$ cat src/rtl/uart_pkg.sv
// Shared definitions for the UART receiver: frame geometry, FSM encoding and parity helper.
// The PARITY state exists only when UART_RX_PARITY_EN is defined.
package uart_pkg;

    localparam int OVERSAMPLE   = 16;
    localparam int SAMPLE_POINT = 8;
    localparam int DATA_BITS    = 8;

`ifdef UART_RX_PARITY_EN
    typedef enum logic [2:0] {
        ST_IDLE   = 3'd0,
        ST_START  = 3'd1,
        ST_DATA   = 3'd2,
        ST_PARITY = 3'd3,
        ST_STOP   = 3'd4
    } rx_state_t;
`else
    typedef enum logic [2:0] {
        ST_IDLE  = 3'd0,
        ST_START = 3'd1,
        ST_DATA  = 3'd2,
        ST_STOP  = 3'd4
    } rx_state_t;
`endif

    // Even-parity bit: makes the total count of ones across data and parity even.
    function automatic logic even_parity(input logic [DATA_BITS-1:0] d);
        return ^d;
    endfunction

endpackage

$ cat src/rtl/uart_baud_tick.sv
// Oversample tick generator: one-cycle pulse every DIV clocks, restartable so the
// bit-period phase lines up with a detected start edge.
module uart_baud_tick #(
    parameter int DIV = 1
) (
    input  logic clk,
    input  logic rst_n,
    input  logic restart,
    output logic tick
);

    localparam int DIV_C = (DIV < 1) ? 1 : DIV;
    localparam int CW    = (DIV_C > 1) ? $clog2(DIV_C) : 1;

    logic [CW-1:0] cnt_r;
    logic          tick_r;

    // Divider counter with registered tick pulse.
    always_ff @(posedge clk or negedge rst_n) begin
        if (!rst_n) begin
            cnt_r  <= '0;
            tick_r <= 1'b0;
        end else if (restart) begin
            cnt_r  <= '0;
            tick_r <= 1'b0;
        end else if (cnt_r == CW'(DIV_C - 1)) begin
            cnt_r  <= '0;
            tick_r <= 1'b1;
        end else begin
            cnt_r  <= cnt_r + CW'(1);
            tick_r <= 1'b0;
        end
    end

    assign tick = tick_r;

endmodule

$ cat src/rtl/uart_rx.sv
// UART receiver (8N1, or 8E1 when UART_RX_PARITY_EN is defined) with 16x oversampling
// and an inline receive FIFO exposing a valid/ready interface.
module uart_rx
    import uart_pkg::*;
#(
    parameter int SYS_CLK_FREQ = 100000000,
    parameter int BAUD_RATE    = 115200,
    parameter int FIFO_DEPTH   = 8
) (
    input  logic                 clk,
    input  logic                 rst_n,
    input  logic                 rx,
    output logic [DATA_BITS-1:0] rx_data,
    output logic                 rx_valid,
    input  logic                 rx_ready,
    output logic                 frame_err,
    output logic                 overrun
);

    localparam int DIV_RAW = SYS_CLK_FREQ / (BAUD_RATE * OVERSAMPLE);
    localparam int DIV     = (DIV_RAW < 1) ? 1 : DIV_RAW;
    localparam int TW      = $clog2(OVERSAMPLE);
    localparam int BW      = $clog2(DATA_BITS);
    localparam int PW      = $clog2(FIFO_DEPTH);
    localparam int CW      = PW + 1;

    logic                 rx_meta_r, rx_sync_r, rx_prev_r;
    rx_state_t            state_r;
    logic [TW-1:0]        tick_cnt_r;
    logic [BW-1:0]        bit_cnt_r;
    logic [DATA_BITS-1:0] shift_r;
    logic                 par_bad_r;
    logic                 frame_err_r;
    logic                 tick_s, restart_s, sample_s, push_s;

    logic [DATA_BITS-1:0] mem_r [FIFO_DEPTH];
    logic [PW-1:0]        wr_ptr_r, rd_ptr_r, rd_next_s;
    logic [CW-1:0]        count_r, count_n_s;
    logic                 rx_valid_r, overrun_r;
    logic [DATA_BITS-1:0] rx_data_r, head_n_s;
    logic                 full_s, pop_s, do_push_s;

    // Two-flop synchronizer plus previous-value flop for falling-edge detection.
    always_ff @(posedge clk or negedge rst_n) begin
        if (!rst_n) begin
            rx_meta_r <= 1'b1;
            rx_sync_r <= 1'b1;
            rx_prev_r <= 1'b1;
        end else begin
            rx_meta_r <= rx;
            rx_sync_r <= rx_meta_r;
            rx_prev_r <= rx_sync_r;
        end
    end

    // Start detection, mid-bit sample strobe and accepted-byte strobe.
    always_comb begin
        restart_s = 1'b0;
        if ((state_r == ST_IDLE) && rx_prev_r && !rx_sync_r) begin
            restart_s = 1'b1;
        end else begin
            restart_s = 1'b0;
        end
        sample_s = tick_s && (tick_cnt_r == TW'(SAMPLE_POINT - 1));
        push_s   = (state_r == ST_STOP) && sample_s && rx_sync_r && !par_bad_r;
    end

    uart_baud_tick #(.DIV(DIV)) u_baud_tick (
        .clk     (clk),
        .rst_n   (rst_n),
        .restart (restart_s),
        .tick    (tick_s)
    );

    // Frame FSM; a low stop bit returns to IDLE with rx low, so no new start until rx rises.
    always_ff @(posedge clk or negedge rst_n) begin
        if (!rst_n) begin
            state_r     <= ST_IDLE;
            tick_cnt_r  <= '0;
            bit_cnt_r   <= '0;
            shift_r     <= '0;
            par_bad_r   <= 1'b0;
            frame_err_r <= 1'b0;
        end else begin
            frame_err_r <= 1'b0;
            if (tick_s) begin
                tick_cnt_r <= tick_cnt_r + TW'(1);
            end
            case (state_r)
                ST_IDLE: begin
                    if (restart_s) begin
                        state_r    <= ST_START;
                        tick_cnt_r <= '0;
                        bit_cnt_r  <= '0;
                        par_bad_r  <= 1'b0;
                    end
                end
                ST_START: begin
                    if (sample_s) begin
                        state_r <= rx_sync_r ? ST_IDLE : ST_DATA;
                    end
                end
                ST_DATA: begin
                    if (sample_s) begin
                        shift_r   <= {rx_sync_r, shift_r[DATA_BITS-1:1]};
                        bit_cnt_r <= bit_cnt_r + BW'(1);
                        if (bit_cnt_r == BW'(DATA_BITS - 1)) begin
`ifdef UART_RX_PARITY_EN
                            state_r <= ST_PARITY;
`else
                            state_r <= ST_STOP;
`endif
                        end
                    end
                end
`ifdef UART_RX_PARITY_EN
                ST_PARITY: begin
                    if (sample_s) begin
                        par_bad_r <= (rx_sync_r != even_parity(shift_r));
                        state_r   <= ST_STOP;
                    end
                end
`endif
                ST_STOP: begin
                    if (sample_s) begin
                        frame_err_r <= !rx_sync_r || par_bad_r;
                        state_r     <= ST_IDLE;
                    end
                end
                default: begin
                    state_r <= ST_IDLE;
                end
            endcase
        end
    end

    // FIFO next-state: pop is applied before push, so a full FIFO still accepts on a pop cycle.
    always_comb begin
        full_s    = (count_r == CW'(FIFO_DEPTH));
        pop_s     = rx_valid_r && rx_ready;
        do_push_s = push_s && (!full_s || pop_s);
        rd_next_s = pop_s ? (rd_ptr_r + PW'(1)) : rd_ptr_r;
        count_n_s = count_r;
        if (do_push_s && !pop_s) begin
            count_n_s = count_r + CW'(1);
        end else if (!do_push_s && pop_s) begin
            count_n_s = count_r - CW'(1);
        end else begin
            count_n_s = count_r;
        end
        if (do_push_s && (rd_next_s == wr_ptr_r)) begin
            head_n_s = shift_r;
        end else begin
            head_n_s = mem_r[rd_next_s];
        end
    end

    // FIFO storage (data only, no reset needed).
    always_ff @(posedge clk) begin
        if (do_push_s) begin
            mem_r[wr_ptr_r] <= shift_r;
        end
    end

    // FIFO pointers, occupancy and registered head/valid/overrun outputs.
    always_ff @(posedge clk or negedge rst_n) begin
        if (!rst_n) begin
            wr_ptr_r   <= '0;
            rd_ptr_r   <= '0;
            count_r    <= '0;
            rx_valid_r <= 1'b0;
            rx_data_r  <= '0;
            overrun_r  <= 1'b0;
        end else begin
            overrun_r <= push_s && full_s && !pop_s;
            if (do_push_s) begin
                wr_ptr_r <= wr_ptr_r + PW'(1);
            end
            rd_ptr_r   <= rd_next_s;
            count_r    <= count_n_s;
            rx_valid_r <= (count_n_s != '0);
            if (count_n_s != '0) begin
                rx_data_r <= head_n_s;
            end
        end
    end

    assign rx_data   = rx_data_r;
    assign rx_valid  = rx_valid_r;
    assign frame_err = frame_err_r;
    assign overrun   = overrun_r;

endmodule
$ cat config.mk
export PLATFORM = sky130hd
export DESIGN_NAME = uart_rx
export DESIGN_NICKNAME = d
export VERILOG_FILES = /design/src/rtl/uart_pkg.sv /design/src/rtl/uart_baud_tick.sv /design/src/rtl/uart_rx.sv
export SDC_FILE = /design/constraint.sdc
export NUM_CORES = 1
export LEC_CHECK = 0
export CAP_MARGIN = 20
export CORE_MARGIN = 2
export CORE_UTILIZATION = 44
export DETAILED_ROUTE_END_ITERATION = 12
export GPL_TIMING_DRIVEN = 0
export HOLD_SLACK_MARGIN = 0.1
export MAX_ROUTING_LAYER = met4
export PLACE_DENSITY = 0.66
export SYNTH_ARGS = -nofsm -noshare
export SYNTH_HDL_FRONTEND = slang
export SYNTH_HIERARCHICAL = 1
export SYNTH_SLANG_ARGS = --single-unit
export TNS_END_PERCENT = 30
$ cat constraint.sdc
create_clock -name clk -period 2.91 [get_ports clk]
set_clock_uncertainty 0.1 [all_clocks]
set_input_delay 0.7275 -clock clk [delete_from_list [all_inputs] [get_ports clk]]
set_output_delay 0.7275 -clock clk [all_outputs]
set_load 0.02 [all_outputs]
==> flow_summary.json <==
{
  "synthFlopType": "edfxtp_1",
  "gp_congestion": 0.8298,
  "clk_latency_ns": 0.41,
  "setup_viol": 16,
  "synthToLayoutAreaGrowth_pct": 19.06,
  "p_total_mw": 5.711,
  "synth_edf_count": 64,
  "rr_worst_depth": 7,
  "power_density_nw_per_um2": 947.5,
  "ys_ff_latch": 113,
  "failed_checks": "negative setup slack",
  "p_leak_nw": 2.435,
  "async_reset_ff_frac": 0.4336,
  "track_usage": 0.1749,
  "fin_crit_sh": 1.009,
  "ant_nets": 0,
  "coreArea_um2": 11320,
  "rows": 39,
  "grt_pass1_wl_mm": 16.23,
  "drcViolationCount": 0,
  "outcome": "complete, but fails checks",
  "slew_violations": 0,
  "cpPeakStageDelay_ns": 0.62,
  "first_pass_iters": 5,
  "hold_ws_ns": 0.1487,
  "wl_per_cell_um": 16.88,
  "cts_buffer_depth": 2,
  "fin_util": 0.5324,
  "grt_setup_unrepaired": "yes",
  "io_pins": 15,
  "clkSinkCount": 113,
  "dp_cells": 550,
  "clockRootBuffer": "clkbuf_16",
  "drive_above_1_share": 0.1701,
  "design_area_um2": 6027,
  "numCtsBuffers": 17,
  "die_h_um": 111.3,
  "die_area_um2": 12380,
  "setup_slack_ns": -0.02667,
  "syn_inst": 389,
  "start_util": 0.4472,
  "grt_max_degree": 33,
  "cp_max_fo": 10,
  "dp_hpwl_mm": 7.054,
  "gr-total-overflow": 0,
  "path_clk_slew_ns": 0.05,
  "htreeDepth": 4,
  "vdd.ir_drop.worst_mv": 0.6943,
  "max_slew.worst_pin.slew_ns": 0.7723,
  "fin_cells": 584,
  "cap_violations": 0,
  "port_buffers": 14,
  "slowest_stage": "nor2_1",
  "avgSynthCellArea_um2": 13.01,
  "final_cell_mix": "64 x edfxtp_1, 46 x dfrtp_1, 34 x nor2_1",
  "cts_tree": "done",
  "routed_via_density": 5.646,
  "antenna_cells": 0,
  "pre_cts_slack_ns": -0.4413,
  "finalSetupTns_ns": -0.2942,
  "cts_setup_buffers": 0,
  "synth_nets": 403,
  "layout_commonest_cell": "edfxtp_1",
  "critPathKind": "in2reg",
  "yosysUniqueCellTypes": 54,
  "arrival_ns": 2.87,
  "hold_path.class": "in2async",
  "netlist_area_um2": 5062,
  "yosysSeqAreaShare": 0.6226,
  "final_nets": 442,
  "vias": 3297,
  "ys_warn_count": 6,
  "die_w_um": 111.3,
  "start_kind": "primary input",
  "antenna_found_initial": 0,
  "timing_hold_violations_final": 0,
  "max_freq_mhz": 340.5,
  "cts_hold_buf": 0,
  "drt_iter0_markers": 285,
  "crit_required_ns": 2.85,
  "grt_pass1_vias": 3250,
  "placed_cell_area_um2": 5420,
  "slew_headroom": 0.4833,
  "path_cells": "clkdlybuf4s50_1 > and2_1 > buf_2 > o211ai_4 > clkinv_1 > nand2_1 > nor2_1",
  "drt_wl_total_mm": 9.856,
  "critPathCaptureType": "flop",
  "fillCellCount": 926,
  "fin_crit_ns": 2.937
}
==> cell usage after synthesis, types with 2 or more instances <==
cell type / number / area (um2)
or3_1: 4 / 25.02
mux2i_1: 9 / 90.09
o21ai_0: 6 / 30.03
dfstp_2: 3 / 78.83
nor2_1: 34 / 127.6
inv_1: 8 / 30.03
a22oi_1: 22 / 165.2
nand2_1: 28 / 105.1
nand2b_1: 2 / 12.51
nor4_1: 10 / 62.56
a311oi_1: 7 / 61.31
a21oi_1: 3 / 15.01
dfrtp_1: 46 / 1151
nor3_1: 5 / 25.02
buf_1: 2 / 7.510
buf_4: 3 / 22.52
xnor2_1: 8 / 70.07
clkbuf_1: 5 / 18.77
a221oi_1: 7 / 61.31
mux2_2: 9 / 101.4
a211oi_1: 7 / 52.55
nor2b_1: 2 / 12.51
and4b_1: 3 / 30.03
xor2_2: 2 / 32.53
buf_2: 6 / 30.03
nand4b_1: 2 / 17.52
mux4_2: 2 / 45.04
xor2_1: 7 / 61.31
edfxtp_1: 64 / 1922
a31oi_1: 10 / 62.56
o21ai_1: 2 / 10.01
ha_1: 10 / 125.1
clkinv_1: 2 / 7.510
nand3_1: 19 / 95.09
o211ai_1: 7 / 52.55
nand4_1: 5 / 31.28
==> layer usage <==
layer,share of wire,up-vias,track usage
li1,-,1576,-
met1,0.46,1598,0.2199
met2,0.47,104,0.2618
met3,0.060,19,0.05850
met4,0.017,0,0.07243
met5,0,-,-
==> timing repair <==
item	in CTS	in global routing
hold endpoints to repair	0	0
pin swaps	0	0
gates resized for setup	2	6
setup endpoints to repair	1	38
==> worst max-delay path, delay by kind of cell <==
kind / cells / cell delay, ns
compound gates: 1 / 0.16
buf+inv: 3 / 1.04
simple gates: 3 / 0.92
==> final cells by class <==
type / instances / area (um2) / area share
buffer: 18 / 103.9 / 0.01723
timing repair buffer: 20 / 185.2 / 0.03072
inverter: 10 / 37.54 / 0.006228
clock inverter: 3 / 17.52 / 0.002906
sequential: 113 / 3152 / 0.5229
tap: 143 / 178.9 / 0.02969
clock buffer: 29 / 551.8 / 0.09155
multi-input combinational: 248 / 1800 / 0.2987
==> final timing paths <==
| path | start | to | slack (ns) |
|---|---|---|---|
| worst max-delay path | rx_ready | mem_r[5][6]$_DFFE_PP_ | -0.03 |
| worst min-delay path | rst_n | count_r[0]$_DFF_PN0_ | 0.15 |
| worst max register to register | tick_cnt_r[0]$_DFF_PN0_ | mem_r[5][6]$_DFFE_PP_ | 0.20 |
| worst min register to register | rx_meta_r$_DFF_PN1_ | rx_sync_r$_DFF_PN1_ | 0.25 |
| max in group asynchronous | rst_n | rx_prev_r$_DFF_PN1_ | 1.97 |
| min in group clk | rx_meta_r$_DFF_PN1_ | rx_sync_r$_DFF_PN1_ | 0.25 |
==> power breakdown <==
part / internal [mW] / switching [mW]
Sequential: 1.85 / 0.178
Clock: 1.27 / 0.664
Combinational: 0.686 / 1.07
Total: 3.80 / 1.91
==> sequential cells by signal, indices dropped and copies added (netlist names) <==
signal / count
mem_r: 64
rx_data: 8
shift_r: 8
u_baud_tick/cnt_r: 6
count_r: 4
tick_cnt_r: 4
bit_cnt_r: 3
rd_ptr_r: 3
state_r: 3
wr_ptr_r: 3
frame_err: 1
overrun: 1
rx_meta_r: 1
rx_prev_r: 1
rx_sync_r: 1
rx_valid: 1
u_baud_tick/tick: 1
==> cells by family (layout without fill, tap and decap cells) <==
group                      after synthesis  in the layout  synth area share
muxes                                   22             22           0.05635
xor gates and xnor gates                17             17           0.03238
and+or+nand+nor                        120            120            0.1186
adders and majority gates               10             10           0.02472
DFF                                    113            113            0.6226
AOI/OAI and AO/OA                       79             79            0.1191
buffers and inverters                   28             80           0.02620
No activity file was read; power rests on OpenSTA's default activity.
